==> src/rtl/tick_timer.sv <==
// rtl/tick_timer.sv - programmable tick-driven down-counting timer with sticky irq/overrun
//
// Counts a loaded number of upstream tick strobes, then pulses expired for one
// cycle and sets a sticky irq. One-shot mode returns to IDLE on expiry; periodic
// mode reloads and keeps running. An expiry that lands while irq is still set
// (and not being cleared) raises the sticky overrun flag.
//
// Ports:
//   clk       rising-edge clock
//   reset     synchronous, active-high reset
//   tick_in   1-cycle tick strobe from the upstream pulse counter
//   start     1-cycle request: load load_val, latch periodic, run
//   stop      1-cycle request: abort and return to IDLE
//   periodic  1 = auto-reload on expiry, 0 = one-shot (sampled at start)
//   load_val  tick count to expire after (sampled at start, 0 = no-op/abort)
//   irq_clr   clears irq and overrun (a simultaneous expiry still sets irq)
//   busy      1 while running
//   count     remaining ticks
//   expired   1-cycle expiry pulse
//   irq       sticky expiry flag
//   overrun   sticky flag: expiry while irq still pending
module tick_timer #(
   parameter int WIDTH = 8
) (
   input  logic             clk,
   input  logic             reset,
   input  logic             tick_in,
   input  logic             start,
   input  logic             stop,
   input  logic             periodic,
   input  logic [WIDTH-1:0] load_val,
   input  logic             irq_clr,
   output logic             busy,
   output logic [WIDTH-1:0] count,
   output logic             expired,
   output logic             irq,
   output logic             overrun
);

   typedef enum logic {
      IDLE = 1'b0,
      RUN  = 1'b1
   } state_t;

   state_t           state, state_nxt;
   logic [WIDTH-1:0] count_nxt;
   logic [WIDTH-1:0] reload, reload_nxt;
   logic             mode, mode_nxt;
   logic             expiry;
   logic             irq_nxt;
   logic             overrun_nxt;

   always_ff @(posedge clk) begin
      if (reset) begin
         state   <= IDLE;
         count   <= '0;
         reload  <= '0;
         mode    <= 1'b0;
         expired <= 1'b0;
         irq     <= 1'b0;
         overrun <= 1'b0;
      end else begin
         state   <= state_nxt;
         count   <= count_nxt;
         reload  <= reload_nxt;
         mode    <= mode_nxt;
         expired <= expiry;
         irq     <= irq_nxt;
         overrun <= overrun_nxt;
      end
   end

   // busy is decoded straight from the state register, so it stays registered.
   assign busy = (state == RUN);

   always_comb begin
      state_nxt  = state;
      count_nxt  = count;
      reload_nxt = reload;
      mode_nxt   = mode;
      expiry     = 1'b0;

      case (state)
         IDLE: begin
            // stop outranks start, so a simultaneous stop blocks the launch.
            // Ticks are ignored while idle.
            if (!stop && start && (load_val != '0)) begin
               state_nxt  = RUN;
               count_nxt  = load_val;
               reload_nxt = load_val;
               mode_nxt   = periodic;
            end
         end
         RUN: begin
            if (stop) begin
               state_nxt = IDLE;
               count_nxt = '0;
            end else if (start) begin
               if (load_val != '0) begin
                  count_nxt  = load_val;
                  reload_nxt = load_val;
                  mode_nxt   = periodic;
               end else begin
                  state_nxt = IDLE;
                  count_nxt = '0;
               end
            end else if (tick_in) begin
               if (count > WIDTH'(1)) begin
                  count_nxt = count - WIDTH'(1);
               end else if (count == WIDTH'(1)) begin
                  expiry = 1'b1;
                  if (mode) begin
                     count_nxt = reload;
                  end else begin
                     state_nxt = IDLE;
                     count_nxt = '0;
                  end
               end
               // count==0 cannot occur in RUN; holding keeps it from wrapping.
            end
         end
         default: begin
            state_nxt = IDLE;
            count_nxt = '0;
         end
      endcase

      // A fresh expiry wins over a same-cycle clear; overrun looks at the irq
      // that was still pending before this expiry.
      irq_nxt     = expiry | (irq & ~irq_clr);
      overrun_nxt = (expiry & irq & ~irq_clr) | (overrun & ~irq_clr);
   end

endmodule

==> config.mk <==
export PLATFORM = sky130hd
export DESIGN_NAME = tick_timer
export DESIGN_NICKNAME = d
export VERILOG_FILES = /design/src/rtl/tick_timer.sv
export SDC_FILE = /design/constraint.sdc
export NUM_CORES = 1
export LEC_CHECK = 0
export CAP_MARGIN = 10
export CORE_ASPECT_RATIO = 1.25
export CORE_MARGIN = 2
export CORE_UTILIZATION = 45
export CTS_CLUSTER_SIZE = 40
export DETAILED_ROUTE_END_ITERATION = 16
export PLACE_DENSITY = 0.73
export SLEW_MARGIN = 20
export SYNTH_ARGS = -nofsm -noshare
export SYNTH_HDL_FRONTEND = slang
export SYNTH_SLANG_ARGS = --single-unit
==> constraint.sdc <==
create_clock -name clk -period 3 [get_ports clk]
set_input_delay 0.6 -clock clk [delete_from_list [all_inputs] [get_ports clk]]
set_output_delay 0.6 -clock clk [all_outputs]
set_load 0.005 [all_outputs]
==> PnR_summary.wiki, run 1 <==
{| class="wikitable"
! Metric !! Value
|-
| Hold path endpoint || reload[7]$_SDFFE_PP0P_
|-
| Type of the most critical hold path || reg2reg
|-
| Number of global-route vias before repair || 1121
|-
| Share of layout cells above drive strength 1 || under 10%
|-
| Post-detailed-placement cell area || 0.00148 mm^2
|-
| Drt total wl || between 3 and 4 mm
|-
| Post-synthesis register bit count || 21
|-
| Largest area contributor in the synthesized netlist || sky130_fd_sc_hd__dfxtp_1
|-
| First-iteration detailed-routing DRC count || 54
|-
| Worst hold path cell count || 2
|-
| Run status || finished clean
|-
| Quantity of gates resized following cts || 0
|-
| Final Max Slew Viols || 0
|-
| Area of the core || approximately 0.0026 mm^2
|-
| FILL cells || 258
|-
| PortBufs || 26
|-
| Final standard cell area without fillers || around 0.0015 mm^2
|-
| Maximum clock skew at final layout || 0.0103 ns
|-
| Reg-to-reg critical path startpoint || count[0]$_SDFFE_PP0P_
|-
| Worst setup path class || in2reg
|-
| Minimum clock period after layout || around 2.3 ns
|-
| Sequential fraction of the synthesis area || 34.9%
|-
| Clock transition at the registers of the reported paths || roughly 0.12 ns
|-
| Crit path capture type || register
|-
| Power consumption || 623 uW
|-
| Detailed-routing iteration count for the pre-antenna-repair pass || 5
|-
| Final clock period utilization by the worst path || about 76%
|-
| RSZ-0062 raised after global routing || no
|-
| Die X-Extent || slightly above 50 um
|-
| Global-route wire length before repair || between 5 and 6 mm
|-
| CTS tree || built
|-
| Ant. Diodes || 0
|-
| EDFF count, synth || 0
|-
| Required time at the worst-slack endpoint || approximately 3.2 ns
|-
| Number of nets in the final layout || ~200
|-
| Height of the die || 61.9 um
|-
| Most common flop cell mapped by yosys || sky130_fd_sc_hd__dfxtp_1
|-
| Maximum capacitance violations || 0
|-
| Final-layout setup total negative slack || 0 ns
|-
| Final setup viols || 0
|-
| Leakage power || approximately 0.53 nW
|-
| Hold_buf cts || 0
|-
| Number of levels the H-tree was split into || 1
|-
| Count of buffers added by post-CTS timing repair for setup || 0
|-
| Final global-route overflow total || 0
|-
| Cell area after synthesis || ~0.0012 mm^2
|-
| Hold violation count in the final report || 0
|-
| Maximum clock insertion buffer count || 2
|-
| FFs w/ async S/R, synth || 0%
|-
| Worst Max-Slew Pin Slew || between 0.7 and 0.8 ns
|-
| Count of cells along the worst register-to-register path || 7
|-
| Worst VDD drop || 0.262 mV
|-
| Vias per inst || between 5 and 6
|-
| Post-synthesis cell count || roughly 160
|-
| Max Fclk || around 440 MHz
|-
| Unique masters post-synth || 40
|-
| Warnings from Yosys || 0
|-
| Commonest non-fill, non-tap cell in the layout || sky130_fd_sc_hd__clkdlybuf4s50_1
|-
| Total power divided by cell area || slightly above 400 mW/mm^2
|-
| Buffer type at the clock tree root || sky130_fd_sc_hd__clkbuf_4
|-
| Crit path arrival time || around 2.5 ns
|-
| Area of the die || around 0.0031 mm^2
|-
| Maximum fanout along the worst path || 13
|-
| Area share of the largest cell type after synthesis || about a third
|-
| Vias post-DR || between 1000 and 1500
|-
| Max transition margin || roughly half
|-
| Hold Crit Start || reload[7]$_SDFFE_PP0P_
|-
| Register-to-register path setup slack || 0.76 ns
|-
| Area delta synth->final || 24.5%
|-
| Synthesized area divided by synthesized cell count || 7.73 um^2
|-
| Global placer's final weighted congestion || 0.869
|-
| Overall track demand over capacity in global routing || between 20% and 30%
|-
| Routed Antenna Nets || 0
|-
| Worst reg2reg endpoint || count[0]$_SDFFE_PP0P_
|-
| HPWL Detailed || around 2.3 mm
|-
| Per-cell routed wire length || between 10 and 15 um
|-
| Number of remaining DRC errors || 0
|-
| Top-Level Pins || 27
|-
| Dominant cells by area after synthesis || sky130_fd_sc_hd__dfxtp_1 (35%), sky130_fd_sc_hd__nand2_1 (7.8%), sky130_fd_sc_hd__a21oi_1 (5.8%), sky130_fd_sc_hd__nor2_1 (5.6%), sky130_fd_sc_hd__a311oi_1 (4.4%)
|-
| Commonest non-fill, non-tap cells in the layout || sky130_fd_sc_hd__clkdlybuf4s50_1 (26), sky130_fd_sc_hd__nand2_1 (25), sky130_fd_sc_hd__dfxtp_1 (21)
|-
| Number of clock sinks || 21
|-
| Number of cell rows || 21
|-
| Clock latency of the later-clocked register in the worst-skew pair || slightly above 0.3 ns
|-
| Antenna violations before repair || 0
|-
| Starting density of the core || 45.9%
|-
| Nature of the critical path startpoint || input pin
|-
| Pin count of the biggest net entering global routing || 22
|-
| Number of CTS-inserted buffers || 3
|-
| Post-Syn Nets || ~170
|}
-- synthesized netlist by cell type, types with 3 or more instances --
library cell	instances
sky130_fd_sc_hd__inv_1	6
sky130_fd_sc_hd__and3_1	4
sky130_fd_sc_hd__nand2b_1	6
sky130_fd_sc_hd__a311oi_1	6
sky130_fd_sc_hd__o21bai_1	4
sky130_fd_sc_hd__buf_4	3
sky130_fd_sc_hd__nand3_1	5
sky130_fd_sc_hd__nor2_1	18
sky130_fd_sc_hd__dfxtp_1	21
sky130_fd_sc_hd__nand2_1	25
sky130_fd_sc_hd__clkbuf_1	3
sky130_fd_sc_hd__o21ai_0	5
sky130_fd_sc_hd__a21oi_1	14
-- layout make-up --
type	count	area [um^2]	area share, %
multi-input combinational	123	729	48.6
sequential	21	420	28.0
timing repair buffer	26	260	17.3
tap	34	42.5	2.83
clock buffer	4	26.3	1.75
inverter	6	22.5	1.50
-- metrics by stage --
stage               cells  worst slack [ns]  utilization, %  hold slack, ns
floorplan             156              1.13               -           0.432
global placement      210             0.477            56.1           0.443
detailed placement    210             0.417            56.1           0.443
CTS                   214             0.724            57.1           0.460
global route          214             0.480            57.1           0.494
finish                214             0.710            57.1           0.459
-- power breakdown --
group / leakage, nW / switching [mW] / internal (mW) / total (mW)
clock network: 0.0150 / 0.0880 / 0.0519 / 0.140
registers: 0.172 / 0.0230 / 0.295 / 0.318
logic: 0.342 / 0.0866 / 0.0790 / 0.166
-- worst max-delay path: stages --
cell,delay [ns]
sky130_fd_sc_hd__clkdlybuf4s50_1,0.60
sky130_fd_sc_hd__nand2b_1,0.13
sky130_fd_sc_hd__a21oi_2,0.32
sky130_fd_sc_hd__o32a_1,0.53
sky130_fd_sc_hd__nor2_1,0.10
sky130_fd_sc_hd__a311oi_2,0.24
-- layer usage --
layer	GRT usage (%)	part of all wire (%)
met1	27.4	44
met5	0	0
met2	34.0	49
met4	11.2	1.7
met3	3.35	5.9
-- registers in the layout (all words and copies together), names as in the netlist --
register  count
count         8
reload        8
busy          1
expired       1
irq           1
mode          1
overrun       1
-- worst max-delay path by stage --
| stage | from | to | slack [ns] | cells after the start |
|---|---|---|---|---|
| finish | start | count[4]$_SDFFE_PP0P_ | 0.71 | 6 |
| global route | start | count[5]$_SDFFE_PP0P_ | 0.48 | 6 |
| CTS | start | count[7]$_SDFFE_PP0P_ | 0.72 | 6 |
| detailed placement | start | count[7]$_SDFFE_PP0P_ | 0.42 | 6 |
| global placement | start | count[4]$_SDFFE_PP0P_ | 0.48 | 6 |
| floorplan | count[0]$_SDFFE_PP0P_ | count[0]$_SDFFE_PP0P_ | 1.13 | 7 |
-- cells by family (layout without fill, tap and decap cells) --
family          count (synthesis)  after routing  share of synthesized area (%)
compound gates                 44             44                           25.8
flops                          21             21                           34.9
simple gates                   74             74                           30.4
xor+xnor                        3              3                           2.18
fa+ha+maj                       2              2                           2.07
buf+inv                        12             36                           4.67
No activity file was read; power rests on OpenSTA's default activity.
==> run 2, diff against run 1 <==
Clock period 3 ns to 2.39 ns, I/O delays scaled along.
==> run 2 against run 1 <==
  * Power up 26%
  * Utilization up 1.7 points
  * Cell count up 2.8%
  * Clock power up 23%
  * Count of clock-buffer cells in the layout unchanged
  * Critical path type is now reg2reg
  * Largest cell class unchanged
==> PnR_summary.wiki, run 2 (synthesis gave the netlist of run 1 again) <==
{| class="wikitable"
! Metric !! Value
|-
| Commonest non-fill, non-tap cell in the layout || sky130_fd_sc_hd__clkdlybuf4s50_1 (unchanged)
|-
| Vias post-DR || 1245 (was 1234)
|-
| Hold violation count in the final report || 0 (unchanged)
|-
| Clock share of power || 21.8% (was 22.4%)
|-
| Overall track demand over capacity in global routing || 21.2% (was 21.0%)
|-
| Crit path arrival time || 2.40 ns (was 2.52 ns)
|-
| FILL cells || 262 (was 258)
|-
| Top-Level Pins || 27 (unchanged)
|-
| Crit path capture type || register (unchanged)
|-
| FF+latch area || 420 um^2 (unchanged)
|-
| Antenna violations before repair || 0 (unchanged)
|-
| Vias per inst || 5.66 (was 5.77)
|-
| Number of global-route vias before repair || 1089 (was 1121)
|-
| Area of the die || 0.00311 mm^2 (unchanged)
|-
| Post-detailed-placement cell area || 0.00152 mm^2 (was 0.00148 mm^2)
|-
| Number of cell rows || 21 (unchanged)
|-
| Number of remaining DRC errors || 0 (unchanged)
|-
| Commonest non-fill, non-tap cells in the layout || sky130_fd_sc_hd__clkdlybuf4s50_1 (26), sky130_fd_sc_hd__nand2_1 (25), sky130_fd_sc_hd__dfxtp_1 (21) (unchanged)
|-
| Area taken by multi-input logic gates || 729 um^2 (unchanged)
|-
| Buffer type at the clock tree root || sky130_fd_sc_hd__clkbuf_4 (unchanged)
|-
| First-iteration detailed-routing DRC count || 39 (was 54)
|-
| Maximum fanout along the worst path || 7 (was 13)
|-
| Area of the core || 0.00263 mm^2 (unchanged)
|-
| Per-cell routed wire length || 13.8 um (was 14.4 um)
|-
| Global placer's final weighted congestion || 0.888 (was 0.869)
|-
| Starting density of the core || 45.9% (unchanged)
|-
| Height of the die || 61.9 um (unchanged)
|-
| Ant. Diodes || 0 (unchanged)
|-
| Maximum clock skew at final layout || 0.00301 ns (was 0.0103 ns)
|-
| Global-route wire length before repair || 4.96 mm (was 5.02 mm)
|-
| Biggest registers after layout || count (8), reload (8) (unchanged)
|-
| Count of buffers added by post-CTS timing repair for setup || 0 (unchanged)
|-
| Type of the most critical hold path || reg2reg (unchanged)
|-
| Quantity of gates resized following cts || 0 (unchanged)
|-
| Minimum clock period after layout || 2.18 ns
|-
| Run status || finished clean (unchanged)
|-
| Net switching power || 246 uW (was 198 uW)
|-
| Detailed-routing iteration count for the pre-antenna-repair pass || 4 (was 5)
|-
| Number of nets in the final layout || 204 (was 198)
|-
| Maximum capacitance violations || 0 (unchanged)
|-
| Worst setup path class || reg2reg (was in2reg)
|-
| Nature of the critical path startpoint || register (was input pin)
|-
| Final global-route overflow total || 0 (unchanged)
|-
| HPWL Detailed || 2.37 mm (was 2.30 mm)
|-
| Max Fclk || about 460 MHz
|-
| CTS tree || built (unchanged)
|-
| Drt total wl || 3.03 mm (was 3.08 mm)
|-
| Leakage power || 0.559 nW (was 0.529 nW)
|-
| Number of CTS-inserted buffers || 3 (unchanged)
|-
| Routed Antenna Nets || 0 (unchanged)
|-
| Die X-Extent || 50.3 um (unchanged)
|-
| Relative contribution of sequential cells to total power || 50.7% (was 51.0%)
|-
| Maximum clock insertion buffer count || 2 (unchanged)
|-
| Number of levels the H-tree was split into || 1 (unchanged)
|-
| Share of layout cells above drive strength 1 || 7.53% (was 4.44%)
|-
| Power Internal || 542 uW (was 426 uW)
|-
| Final-layout setup total negative slack || 0 ns (unchanged)
|-
| Final standard cell area without fillers || 0.00155 mm^2 (was 0.00150 mm^2)
|-
| Area delta synth->final || 28.2% (was 24.5%)
|-
| Hold_buf cts || 0 (unchanged)
|-
| PortBufs || 26 (unchanged)
|-
| Pin count of the biggest net entering global routing || 14 (was 22)
|-
| Worst Setup Slack post-DPL || 0.102 ns (was 0.417 ns)
|-
| RSZ-0062 raised after global routing || no (unchanged)
|-
| Worst VDD drop || 0.352 mV (was 0.262 mV)
|-
| Final clock period utilization by the worst path || between 90% and 100%
|-
| Final Max Slew Viols || 0 (unchanged)
|-
| Switching Share || 31.2% (was 31.7%)
|-
| Max transition margin || 67.2% (was 49.2%)
|-
| Final setup viols || 0 (unchanged)
|-
| Worst Max-Slew Pin Slew || 0.491 ns (was 0.760 ns)
|-
| Final Worst Setup Slack || 0.210 ns (was 0.710 ns)
|-
| Clock transition at the registers of the reported paths || 0.11 ns (was 0.12 ns)
|-
| Gate power share || 27.5% (was 26.6%)
|-
| Clock latency of the later-clocked register in the worst-skew pair || 0.31 ns (about the same)
|-
| Total power divided by cell area || 509 mW/mm^2 (was 415 mW/mm^2)
|-
| Number of clock sinks || 21 (unchanged)
|-
| Required time at the worst-slack endpoint || 2.60 ns (was 3.23 ns)
|}
[run 2: cell types whose count changed in the layout (fill, tap and decap cells not counted), sizes merged]
cell  previous run  this run
buf              0         6
[run 2: metal layers]
| layer | track usage (%) | share of wire [%] | up-vias |
|---|---|---|---|
| li1 | - | - | 631 |
| met1 | 27.2 | 44 | 561 |
| met2 | 34.6 | 50 | 49 |
| met3 | 2.87 | 5.2 | 4 |
| met4 | 12.4 | 1.1 | 0 |
| met5 | 0 | 0 | - |
[run 2: through the flow]
stage	utilization, %	total power [mW]	std cells	hold slack [ns]
2_1_floorplan	-	0.529	156	0.432
3_3_place_gp	57.9	0.619	216	0.443
3_5_place_dp	57.9	0.622	216	0.452
4_1_cts	58.9	0.794	220	0.468
5_1_grt	58.9	0.837	220	0.486
6_report	58.9	0.788	220	0.465
[run 2: layout make-up]
type	instances	area share (%)
clock buffer	4	1.70
inverter	6	1.46
multi-input combinational	123	47.2
sequential	21	27.2
tap	34	2.75
timing repair buffer	32	19.7
[run 2: final timing paths]
| kind | startpoint | endpoint | slack, ns | cells after the start |
|---|---|---|---|---|
| min reg2reg | reload[5]$_SDFFE_PP0P_ | reload[5]$_SDFFE_PP0P_ | 0.47 | 2 |
| min | reload[5]$_SDFFE_PP0P_ | reload[5]$_SDFFE_PP0P_ | 0.47 | 2 |
| max reg2reg | count[0]$_SDFFE_PP0P_ | count[0]$_SDFFE_PP0P_ | 0.21 | 7 |
| max | count[0]$_SDFFE_PP0P_ | count[0]$_SDFFE_PP0P_ | 0.21 | 7 |
[run 2: power groups by stage]
stage	sequential, mW	clock, mW	combinational (mW)
5_1_grt	0.404	0.193	0.240
3_5_place_dp	0.407	0	0.215
6_report	0.399	0.172	0.217
3_3_place_gp	0.406	0	0.213
2_1_floorplan	0.400	0	0.129
4_1_cts	0.399	0.179	0.216
[run 2: worst max-delay path, cell delays in order (launching register included)]
cell and delay [ns]:
sky130_fd_sc_hd__dfxtp_1 0.48, sky130_fd_sc_hd__inv_1 0.08, sky130_fd_sc_hd__ha_1 0.25, sky130_fd_sc_hd__or2_0 0.25
sky130_fd_sc_hd__and3_1 0.26, sky130_fd_sc_hd__or2_2 0.29, sky130_fd_sc_hd__a31o_1 0.21, sky130_fd_sc_hd__a311oi_1 0.27
